**src/rtl/rr_mux_8x1_if.sv**
```systemverilog
`default_nettype none
// ============================================================================
// Module      : rr_mux_8x1_if
// Description : Bundle of the eight producer valid/ready/data lanes and the
//               single merged output lane (data + 3-bit channel select).
//               modport slave  : the multiplexer side
//               modport master : the environment side (producers + consumer)
// Ports       : in_valid[8], in_data[8*DW], in_ready[8],
//               out_valid, out_ready, out_data[DW], out_sel[3]
// Revision    : 1.0 - initial release
// ============================================================================
interface rr_mux_8x1_if #(
  parameter int DW = 8
);
  logic [7:0]      in_valid;
  logic [8*DW-1:0] in_data;
  logic [7:0]      in_ready;
  logic            out_valid;
  logic            out_ready;
  logic [DW-1:0]   out_data;
  logic [2:0]      out_sel;

  modport slave (
    input  in_valid,
    input  in_data,
    output in_ready,
    output out_valid,
    input  out_ready,
    output out_data,
    output out_sel
  );

  modport master (
    output in_valid,
    output in_data,
    input  in_ready,
    input  out_valid,
    output out_ready,
    input  out_data,
    input  out_sel
  );
endinterface
`default_nettype wire

```
**src/rtl/rr_mux_8x1.sv**
```systemverilog
`default_nettype none
// ============================================================================
// Module      : rr_mux_8x1
// Description : Eight-channel round-robin 8:1 multiplexer with valid/ready
//               handshakes and one registered output stage. Each output beat
//               carries the data word and the index of the channel it came
//               from so a downstream 1x8 demux can redistribute it.
// Ports       : clk   - rising-edge clock
//               rst_n - asynchronous active-low reset
//               bus   - rr_mux_8x1_if.slave (8 input lanes + 1 output lane)
// Revision    : 1.0 - initial release
// ============================================================================
module rr_mux_8x1 #(
  parameter int DW  = 8,
  parameter int NCH = 8
) (
  input  wire logic   clk,
  input  wire logic   rst_n,
  rr_mux_8x1_if.slave bus
);

  localparam int c_SEL_W = 3;

  // Output register stage and round-robin pointer
  logic               r_out_valid;
  logic [DW-1:0]      r_out_data;
  logic [c_SEL_W-1:0] r_out_sel;
  logic [c_SEL_W-1:0] r_ptr;

  // Arbitration
  logic               w_load_en;
  logic               w_gnt_found;
  logic [c_SEL_W-1:0] w_gnt_idx;
  logic [c_SEL_W-1:0] w_cand;
  logic [NCH-1:0]     w_ready;
  logic               w_xfer;
  logic [DW-1:0]      w_gnt_data;

  // The output slot can take a new beat when it is empty or being drained this
  // cycle. Gating with rst_n keeps in_ready low while reset is held.
  assign w_load_en = rst_n & (~r_out_valid | bus.out_ready);

  // Search ptr, ptr+1, ... ptr+7 (3-bit arithmetic wraps naturally) and take
  // the first requesting channel.
  always_comb begin
    w_gnt_found = 1'b0;
    w_gnt_idx   = '0;
    w_cand      = '0;
    for (int k = 0; k < NCH; k++) begin
      w_cand = r_ptr + c_SEL_W'(k);
      if (!w_gnt_found && bus.in_valid[w_cand]) begin
        w_gnt_found = 1'b1;
        w_gnt_idx   = w_cand;
      end
    end
  end

  // One-hot ready to the granted channel only.
  always_comb begin
    w_ready = '0;
    if (w_gnt_found && w_load_en) begin
      w_ready[w_gnt_idx] = 1'b1;
    end
  end

  assign w_xfer     = w_gnt_found & w_load_en;
  // Only the granted lane is selected, so other lanes' data (even X) never
  // reaches the output register.
  assign w_gnt_data = bus.in_data[w_gnt_idx*DW +: DW];

  always_ff @(posedge clk or negedge rst_n) begin
    if (!rst_n) begin
      r_out_valid <= 1'b0;
      r_out_data  <= '0;
      r_out_sel   <= '0;
      r_ptr       <= '0;
    end else if (w_xfer) begin
      // Load (possibly replacing a beat drained in the same cycle: no bubble).
      r_out_valid <= 1'b1;
      r_out_data  <= w_gnt_data;
      r_out_sel   <= w_gnt_idx;
      r_ptr       <= w_gnt_idx + 1'b1;
    end else if (bus.out_ready) begin
      // Drain with nothing to load; data/sel keep their last values.
      r_out_valid <= 1'b0;
    end
  end

  assign bus.in_ready  = w_ready;
  assign bus.out_valid = r_out_valid;
  assign bus.out_data  = r_out_data;
  assign bus.out_sel   = r_out_sel;

endmodule
`default_nettype wire

```
**src/flat_wrapper.sv**
```systemverilog
// flat-port wrapper written by rule: the top's interface ports become plain ports
module rr_mux_8x1_flat 
#(
  parameter int DW  = 8,
  parameter int NCH = 8
)
  (clk, rst_n, bus_in_valid, bus_in_data, bus_in_ready, bus_out_valid, bus_out_ready, bus_out_data, bus_out_sel);
  rr_mux_8x1_if #(.DW(DW)) bus_i ();
  input  wire logic clk;
  input  wire logic rst_n;
  input wire logic [$bits(bus_i.in_valid)-1:0] bus_in_valid;
  input wire logic [$bits(bus_i.in_data)-1:0] bus_in_data;
  output wire logic [$bits(bus_i.in_ready)-1:0] bus_in_ready;
  output wire logic [$bits(bus_i.out_valid)-1:0] bus_out_valid;
  input wire logic [$bits(bus_i.out_ready)-1:0] bus_out_ready;
  output wire logic [$bits(bus_i.out_data)-1:0] bus_out_data;
  output wire logic [$bits(bus_i.out_sel)-1:0] bus_out_sel;
  assign bus_i.in_valid = bus_in_valid;
  assign bus_i.in_data = bus_in_data;
  assign bus_in_ready = bus_i.in_ready;
  assign bus_out_valid = bus_i.out_valid;
  assign bus_i.out_ready = bus_out_ready;
  assign bus_out_data = bus_i.out_data;
  assign bus_out_sel = bus_i.out_sel;
  rr_mux_8x1 #(.DW(DW), .NCH(NCH)) u_core (.clk(clk), .rst_n(rst_n), .bus(bus_i));
endmodule
```
**config.mk**
```make
export PLATFORM = sky130hd
export DESIGN_NAME = rr_mux_8x1_flat
export DESIGN_NICKNAME = d
export VERILOG_FILES = /design/src/rtl/rr_mux_8x1_if.sv /design/src/rtl/rr_mux_8x1.sv /design/src/flat_wrapper.sv
export SDC_FILE = /design/constraint.sdc
export NUM_CORES = 1
export LEC_CHECK = 0
export CAP_MARGIN = 20
export CORE_MARGIN = 2
export CORE_UTILIZATION = 38
export CTS_CLUSTER_DIAMETER = 30
export DETAILED_ROUTE_END_ITERATION = 8
export GPL_ROUTABILITY_DRIVEN = 1
export PLACE_DENSITY = 0.78
export SYNTH_ARGS = -nofsm -noshare
export SYNTH_HDL_FRONTEND = slang
export SYNTH_SLANG_ARGS = --single-unit
```
**constraint.sdc**
```tcl
create_clock -name clk -period 3.9 [get_ports clk]
set_input_delay 0.39 -clock clk [delete_from_list [all_inputs] [get_ports clk]]
set_output_delay 0.39 -clock clk [all_outputs]
set_load 0.02 [all_outputs]
```
==> summary.txt, run 1 <==
RSZ-0062 raised after global routing: true
WP data arrival: 3.92 ns
Max Fanout on Critical Path: 11
Synthesis Warnings: 0
Root Driver: clkbuf_8
htree depth: 1
Final Hold Violating Endpoints: 0
total power divided by cell area: 1070 mW/mm^2
1st-pass router iterations: 4
Critical Path, Cell by Cell: inv_1 -> ha_1 -> buf_6 -> mux2i_2 -> mux4_2 -> a32oi_2 -> buf_4 -> nor3b_4 -> buf_4 -> a311oi_4 -> buf_4 -> mux4_1 -> mux2i_1 -> o21ai_1
CTS clk-pin slew, worst paths: 0.06 ns
Post-synth EDFFs: 0
Worst R2R Path Depth: 14
setup slack, reg-to-reg: 0.11 ns
grt ovf: 0
vias in the first global route: 2105
final RePlAce weighted congestion: 0.928
Yosys reg bits: 15
CORE AREA: 0.00517 mm^2
initial core utilization: 39.7%
first-pass GRT wire length: 9800 um
DR vias/cell: 5.46
sequential area share after synthesis: 18.3%
area grow syn2layout: 63.3%
Slew HR: 72.1%
crit path to: u_core.bus.out_data[7]$_DFFE_PN0P_
hold_buf cts: 0
GRT Total Usage: 20.1%
family with the most delay on the worst path: multiplexers
data required time of the critical path: 4.03 ns
HPWL Detailed: 5220 um
antenna violations before repair: 0
CP Launch Point: u_core.r_ptr[0]$_DFFE_PN0P_
Worst path max stage delay: 0.56 ns
Worst-Margin Slew: 0.419 ns
Mapped Cells: 192
worst skew pair latency: 0.24 ns
Max Cap Viol: 0
layout cell share with drive strength beyond 1: 24.0%
P_leak: 1.45 nW
die area: 0.00601 mm^2
Fin Hold WS: 0.471 ns
largest net degree at the start of global routing: 20
TNS Setup: 0 ns
startpoint class of the critical path: flop
CTS tree: yes
routed wire length: 6250 um
# IOs: 95
Placed Cells incl. Taps: 382
Max VDD drop: 626 uV
Worst setup EP type: flop
critical path's most frequent cell: buf_4
Residual DRC: 0
port buffer count: 94
Critical R2R Launch: u_core.r_ptr[0]$_DFFE_PN0P_
CTS sink cnt: 15
Final Util: 64.9%
FP Rows: 26
Max Fclk: 264 MHz
final net count: 395
CP Depth: 14
Crit Path Class: reg -> reg
Synth async-reset ratio: 100%
HP Class: reg -> reg
ANT nets after route: 0
Die Height: 77.5 um
Slew Limit Fails: 0
TritonCTS Buffers: 3
Final Non-Filler Cells: 387
Final Setup Violations: 0
Clock Skews: 0.00330 ns
slowest stage cell, crit path: mux4_1
synthesized cell area: 0.00205 mm^2
status: finished clean
Cell variety after synth: 42
critical path buffer and inverter count: 5
n_diodes: 0
Post-synth top flop: dfrtp_1
final worst-path cycle share: 97.2%
post-layout min period: 3.79 ns
syn_nets: 269
initial drt markers: 107
Reg2Reg Capture Point: u_core.bus.out_data[7]$_DFFE_PN0P_
clk buf depth: 2
Die W: 77.5 um
Post-CTS Setup Bufs: 0
drt wl/cell: 16.1 um
via count: 2113
mean area per synthesized cell: 10.7 um^2
[Yosys cell counts, types with 2 or more instances]
master    count  share of area, %
mux4_2        6               6.6
o21ai_0       8               1.9
ha_1          2               1.2
xnor2_1       4               1.7
a32oi_1       4               1.7
nand2b_1      9               2.7
inv_1         6               1.1
nor3_1        3              0.73
nor2_1       11               2.0
nand2_1      26               4.8
clkbuf_1      3              0.55
dfrtp_1      15                18
buf_6         4               2.2
nor2b_1       2              0.61
mux2_2        2               1.1
buf_2         6               1.5
and2_1        2              0.61
a21oi_1       5               1.2
mux2i_1      19               9.3
o21ai_1      12               2.9
mux4_1       22                28
[routing by layer]
metal	up-vias	GRT usage (%)	routed length (um)
met5	-	0	0
met4	0	4.64	95
met3	12	2.56	252
met2	63	36.9	3400
met1	1024	25.2	2500
li1	1014	-	-
[area by class of cell]
cell class / count / area (um^2)
timing repair buffer: 135 / 1220
inverter: 6 / 22.5
tap: 70 / 87.6
clock buffer: 4 / 45.0
multi-input combinational: 157 / 1600
sequential: 15 / 375
fill: 411 / 1820
[power by group]
group	internal (mW)	switching (mW)
logic	1.71	1.48
clock network	0.0723	0.0508
registers	0.231	0.0436
total	2.01	1.57
[state kept, by name, summed over array words and instances (netlist names)]
| register | cells |
|---|---|
| u_core.bus.out_data | 8 |
| u_core.bus.out_valid | 1 |
| u_core.r_ptr | 3 |
| u_core.bus.out_sel | 3 |
[worst min-delay path by stage]
stage / from / end / cells past startpoint
floorplan: rst_n / u_core.bus.out_data[0]$_DFFE_PN0P_ / 0
global placement: u_core.bus.out_sel[2]$_DFFE_PN0P_ / u_core.bus.out_sel[2]$_DFFE_PN0P_ / 2
detailed placement: u_core.bus.out_sel[2]$_DFFE_PN0P_ / u_core.bus.out_sel[2]$_DFFE_PN0P_ / 2
CTS: u_core.bus.out_sel[2]$_DFFE_PN0P_ / u_core.bus.out_sel[2]$_DFFE_PN0P_ / 2
global route: u_core.bus.out_sel[0]$_DFFE_PN0P_ / u_core.bus.out_sel[0]$_DFFE_PN0P_ / 2
finish: u_core.bus.out_sel[2]$_DFFE_PN0P_ / u_core.bus.out_sel[2]$_DFFE_PN0P_ / 2
[cell families after synthesis]
kind of cell             count (synthesis)  share of synthesized area (%)
multiplexers                            50                           45.8
AO/OA/AOI/OAI                           38                           12.3
AND/OR/NAND/NOR                         63                           15.0
flip-flops                              15                           18.3
buffers and inverters                   20                           5.66
adder cells (fa/ha/maj)                  2                           1.22
XOR/XNOR                                 4                           1.71
[stage by stage]
stage               total power, mW  setup slack (ns)  instance area, um^2
finish                         3.59             0.108                 3360
global route                   3.85           -0.0237                 3360
CTS                            3.49           0.00692                 3350
detailed placement             3.37            -0.272                 3310
global placement               3.32            -0.182                 3310
floorplan                      2.39           -0.0145                 2060
[worst register-to-register path, cell delays in order, from the launching register on]
cell	delay [ns]
dfrtp_1	0.34
inv_1	0.06
ha_1	0.34
buf_6	0.17
mux2i_2	0.16
mux4_2	0.51
a32oi_2	0.25
buf_4	0.18
nor3b_4	0.05
buf_4	0.14
a311oi_4	0.44
buf_4	0.25
mux4_1	0.56
mux2i_1	0.15
o21ai_1	0.07
[cells in the final DEF, fill, tap and decap left out, types with 2 or more instances in the layout]
| master | synthesis | layout |
|---|---|---|
| inv_1 | 6 | 6 |
| and2_1 | 2 | 2 |
| buf_6 | 4 | 2 |
| xnor2_1 | 4 | 4 |
| nand2_1 | 26 | 26 |
| buf_4 | 1 | 41 |
| mux2_2 | 2 | 2 |
| buf_2 | 6 | 4 |
| mux2i_1 | 19 | 18 |
| ha_1 | 2 | 2 |
| o21ai_0 | 8 | 6 |
| clkbuf_2 | 0 | 2 |
| o21ai_1 | 12 | 14 |
| mux4_2 | 6 | 8 |
| nor3_1 | 3 | 3 |
| nand2b_1 | 9 | 8 |
| dfrtp_1 | 15 | 15 |
| nor2_2 | 0 | 2 |
| clkbuf_8 | 0 | 3 |
| a32oi_1 | 4 | 4 |
| clkdlybuf4s50_1 | 0 | 86 |
| mux4_1 | 22 | 20 |
| a21oi_1 | 5 | 4 |
| nor2_1 | 11 | 9 |
[repair_timing]
action,CTS,global route
endpoints found under the setup margin,8,14
gates cloned,0,1
pin swaps,1,4
resized for setup,22,25
No activity file was read; power rests on OpenSTA's default activity.
==> inputs of run 2 (changes only) <==
Settings changed: ABC_AREA set to 1, CORE_UTILIZATION 38 to 40, CTS_BUF_LIST set to sky130_fd_sc_hd__clkbuf_8, PLACE_DENSITY 0.78 to 0.8.
==> run 2 against run 1 <==
- clock-buffer cell count down 1
- wire length rose by 7.8%
- largest cell class unchanged
- design area shrank 3.2%
- non-clock buffer count is 29 lower
==> summary.txt, run 2 <==
post-layout min period: 3.61 ns
FP Rows: 26
port buffer count: 94
hold_buf cts: 0
Crit Path Class: reg -> out
startpoint class of the critical path: flop
Slew HR: 69.3%
htree depth: 1
initial core utilization: 42.2%
Max Fanout on Critical Path: 15
Worst R2R Path Depth: 18
TritonCTS Buffers: 3
synthesized cell area: 0.00220 mm^2
Root Driver: clkbuf_8
most frequent cells in the layout: nand2_1, clkdlybuf4s50_1, nand3_1, inv_1, nor2_1
Max Cap Viol: 0
WP data arrival: 3.22 ns
Synthesis Warnings: 0
drt wl/cell: 12.6 um
first-pass GRT wire length: 11200 um
# IOs: 95
HP Class: in -> async
clk buf depth: 2
data required time of the critical path: 3.51 ns
Reg2Reg Capture Point: u_core.bus.out_data[6]$_DFFE_PN0P_
Cell variety after synth: 30
via count: 2699
max FFs per register: 8
most common cell in the netlist: nand2_1
mean area per synthesized cell: 5.86 um^2
area grow syn2layout: 47.9%
Critical R2R Launch: u_core.r_ptr[1]$_DFFE_PN0P_
Post-synth EDFFs: 0
syn_nets: 452
Mapped Cells: 375
Worst setup EP type: output pin
Final Hold Violating Endpoints: 0
Critical Path, Cell by Cell: inv_2 -> ha_1 -> inv_1 -> nand3_2 -> nand3_2 -> nand2_2 -> nor2_8 -> nand4_4 -> nor2_4 -> nand2_1 -> o21ai_1 -> inv_1 -> nand2_4 -> nor2_2 -> nand3_1 -> inv_1 -> clkdlybuf4s50_1
final RePlAce weighted congestion: 0.939
n_diodes: 0
Max Fclk: 277 MHz
Clock Skews: 0.00443 ns
Final Setup Violations: 0
status: finished clean
antenna violations before repair: 0
CTS clk-pin slew, worst paths: 0.06 ns
die area: 0.00610 mm^2
Resize count post-CTS: 0
grt ovf: 0
Synth async-reset ratio: 100%
final net count: 544
RSZ-0062 raised after global routing: false
most area-consuming cells after synthesis: nand2_1, dfrtp_1, nand3_1
setup slack, reg-to-reg: 1.07 ns
Die W: 78.1 um
Yosys reg bits: 15
post-synth top area share: 24.3%
most common cell after layout, fill and taps aside: nand2_1
vias in the first global route: 2588
Residual DRC: 0
worst skew pair latency: 0.25 ns
initial drt markers: 156
HPWL Detailed: 5380 um
area leader, netlist: nand2_1
Die Height: 78.1 um
CTS sink cnt: 15
largest net degree at the start of global routing: 33
CORE AREA: 0.00520 mm^2
sequential area share after synthesis: 17.1%
Worst path max stage delay: 0.54 ns
1st-pass router iterations: 4
Worst-Margin Slew: 0.460 ns
routed wire length: 6740 um
ANT nets after route: 0
family with the most delay on the worst path: simple AND/OR/NAND/NOR gates
DR vias/cell: 5.04
TNS Setup: 0 ns
Post-synth top flop: dfrtp_1
CTS tree: yes
critical path buffer and inverter count: 5
GRT Total Usage: 22.4%
Slew Limit Fails: 0
slowest stage cell, crit path: clkdlybuf4s50_1
critical path's most frequent cell: inv_1
layout cell share with drive strength beyond 1: 12.7%
final worst-path cycle share: 92.7%
Post-CTS Setup Bufs: 0
top cells by count, synth: nand2_1, nand3_1, inv_1, nor2_1, dfrtp_1
==> run 2: routing by layer <==
layer	global-route usage (%)	vias to the layer above	share of wire, %
met4	4.21	0	1.8
met2	42.2	108	50
met3	5.40	8	8.6
li1	-	1368	-
met1	25.6	1215	39
met5	0	-	0
==> run 2: final cells by class <==
type,instances,area (um^2)
Fill cell,494,1960
Multi-Input combinational cell,295,1520
Timing Repair Buffer,106,1050
Sequential cell,15,375
Inverter,46,173
Tap cell,70,87.6
Clock buffer,3,41.3
Clock inverter,1,5.00
==> run 2: stage by stage <==
step	utilization [%]	instance area, um^2	std cells	hold slack (ns)	worst slack, ns
final	62.4	3250	536	0.452	0.286
after floorplan	-	2200	375	0.0944	0.607
after global placement	61.0	3180	532	0.475	0.354
after global routing	62.4	3250	536	0.467	0.0361
after CTS	61.9	3220	536	0.460	0.0973
after detailed placement	61.0	3180	532	0.484	0.329
==> run 2: kinds of logic (layout without fill, tap and decap cells) <==
family	Yosys count	count (layout)	synth area share (%)
XOR/XNOR	4	4	1.60
AO/OA/AOI/OAI	10	10	2.51
adder cells (fa/ha/maj)	2	2	1.14
buffers and inverters	65	156	14.2
flip-flops	15	15	17.1
AND/OR/NAND/NOR	279	279	63.5
==> run 2: worst max path at each step <==
| stage | depth (start not counted) | to | slack, ns | from |
|---|---|---|---|---|
| 3_3_place_gp | 17 | bus_in_ready[4] | 0.35 | bus_in_valid[3] |
| 4_1_cts | 16 | bus_in_ready[4] | 0.1 | u_core.r_ptr[1]$_DFFE_PN0P_ |
| 2_1_floorplan | 19 | bus_in_ready[0] | 0.61 | u_core.r_ptr[0]$_DFFE_PN0P_ |
| 3_5_place_dp | 17 | bus_in_ready[4] | 0.33 | bus_in_valid[3] |
| 6_report | 17 | bus_in_ready[3] | 0.29 | u_core.r_ptr[1]$_DFFE_PN0P_ |
| 5_1_grt | 16 | bus_in_ready[3] | 0.04 | u_core.r_ptr[1]$_DFFE_PN0P_ |
Power of run 2 is left out: the tool's default activity adds up to more than one toggle a clock period on the data nets, which glitch-free logic cannot reach.
==> inputs of run 3 (changes only) <==
Settings changed: RECOVER_POWER set to 25, SLEW_MARGIN set to 20.
==> run 3 against run 2 <==
- final cell count stayed put
- register-to-register slack hardly changed
- design area shrank 0.12%
- non-clock buffer count stayed put
- largest cell class unchanged
- global-route usage stayed put
- maximum frequency down 0.12%
- critical endpoint unchanged
- first-iteration DRC count stayed put
- sequential cell count stayed put
- clock-buffer cell count is the same
- sequential share of layout area barely moved
- die area is the same
==> summary.txt, run 3 (synthesized netlist as in run 2, its figures left out) <==
port buffer count: 94
Clock Skews: 0.00443 ns
TritonCTS Buffers: 3
Fillers: 493
final net count: 544
ANT nets after route: 0
Post-CTS Setup Bufs: 0
via count: 2699
# IOs: 95
HPWL Detailed: 5380 um
CTS clk-pin slew, worst paths: 0.06 ns
crit path to: bus_in_ready[3]
CORE AREA: 0.00520 mm^2
critical path's most frequent cell: inv_1
antenna violations before repair: 0
Max Fanout on Critical Path: 15
final worst slack: 0.281 ns
family with the most delay on the worst path: simple AND/OR/NAND/NOR gates
Worst R2R Path Depth: 18
Max Fclk: 276 MHz
1st-pass router iterations: 4
first-pass GRT wire length: 11200 um
status: finished clean
final worst-path cycle share: 92.8%
GRT Total Usage: 22.4%
Residual DRC: 0
Die Height: 78.1 um
Slew HR: 45.2%
Worst path max stage delay: 0.54 ns
most frequent cells in the layout: nand2_1, clkdlybuf4s50_1, nand3_1, inv_1, nor2_1
n_diodes: 0
clk buf depth: 2
Crit Path Class: reg -> out
critical path buffer and inverter count: 5
Place WS: 0.329 ns
htree depth: 1
max FFs per register: 8
Max Cap Viol: 0
most common cell after layout, fill and taps aside: nand2_1
RSZ-0062 raised after global routing: false
TNS Setup: 0 ns
DR vias/cell: 5.04
Fin Hold WS: 0.500 ns
vias in the first global route: 2588
data required time of the critical path: 3.51 ns
Slew Limit Fails: 0
Reg2Reg Capture Point: u_core.bus.out_data[6]$_DFFE_PN0P_
CTS sink cnt: 15
WP data arrival: 3.23 ns
drt wl/cell: 12.6 um
Final Setup Violations: 0
final RePlAce weighted congestion: 0.939
FP Rows: 26
largest net degree at the start of global routing: 33
setup slack, reg-to-reg: 1.07 ns
startpoint class of the critical path: flop
die area: 0.00610 mm^2
Root Driver: clkbuf_8
HP Class: reg -> reg
Die W: 78.1 um
initial drt markers: 156
CP Launch Point: u_core.r_ptr[1]$_DFFE_PN0P_
area grow syn2layout: 47.7%
Worst setup EP type: output pin
Worst-Margin Slew: 0.822 ns
Final Hold Violating Endpoints: 0
routed wire length: 6740 um
slowest stage cell, crit path: clkdlybuf4s50_1
worst skew pair latency: 0.25 ns
CTS tree: yes
post-layout min period: 3.62 ns
Critical Path, Cell by Cell: inv_2 -> ha_1 -> inv_1 -> nand3_2 -> nand3_2 -> nand2_2 -> nor2_8 -> nand4_4 -> nor2_4 -> nand2_1 -> o21ai_1 -> inv_1 -> nand2_4 -> nor2_2 -> nand3_1 -> inv_1 -> clkdlybuf4s50_1
initial core utilization: 42.2%
layout cell share with drive strength beyond 1: 12.4%
grt ovf: 0
Critical R2R Launch: u_core.r_ptr[1]$_DFFE_PN0P_
CP Depth: 17
## run 3: layer usage
layer / global-route usage (%) / wire length [um] / up-vias
li1: - / - / 1368
met1: 25.6 / 2650 / 1215
met2: 42.2 / 3390 / 108
met3: 5.40 / 578 / 8
met4: 4.21 / 120 / 0
met5: 0 / 0 / -
## run 3: worst min path at each step
stage / cells after the start / startpoint / endpoint / slack (ns)
floorplan: 0 / rst_n / u_core.bus.out_data[0]$_DFFE_PN0P_ / 0.09
global placement: 2 / u_core.bus.out_sel[1]$_DFFE_PN0P_ / u_core.bus.out_sel[1]$_DFFE_PN0P_ / 0.47
detailed placement: 2 / u_core.bus.out_data[1]$_DFFE_PN0P_ / u_core.bus.out_data[1]$_DFFE_PN0P_ / 0.48
CTS: 2 / rst_n / u_core.bus.out_sel[1]$_DFFE_PN0P_ / 0.46
global route: 2 / u_core.bus.out_data[1]$_DFFE_PN0P_ / u_core.bus.out_data[1]$_DFFE_PN0P_ / 0.54
finish: 2 / u_core.bus.out_sel[1]$_DFFE_PN0P_ / u_core.bus.out_sel[1]$_DFFE_PN0P_ / 0.50
## run 3: final cells by class
cell class / count / area [um^2] / share of cell area (%)
Inverter: 46 / 173 / 5.32
Timing Repair Buffer: 106 / 1040 / 32.2
Multi-Input combinational cell: 295 / 1520 / 46.8
Clock inverter: 1 / 5.00 / 0.154
Clock buffer: 3 / 41.3 / 1.27
Tap cell: 70 / 87.6 / 2.70
Sequential cell: 15 / 375 / 11.6
## run 3: timing repair
action / in CTS / in global routing
setup endpoints to repair: 0 / 8
resized for setup: 0 / 9
hold buffers: 0 / 0
## run 3: tightest hold or removal path, cell delays in order (launching register included)
cell,delay (ns)
dfrtp_1,0.34
nand2_1,0.05
o21ai_0,0.07
## run 3: through the flow
| step | cell area [um^2] | util [%] | cells |
|---|---|---|---|
| floorplan | 2200 | - | 375 |
| global placement | 3180 | 61.0 | 532 |
| detailed placement | 3180 | 61.0 | 532 |
| CTS | 3220 | 61.9 | 536 |
| global route | 3240 | 62.3 | 536 |
| finish | 3240 | 62.3 | 536 |
Power of run 3 is left out for the same reason.
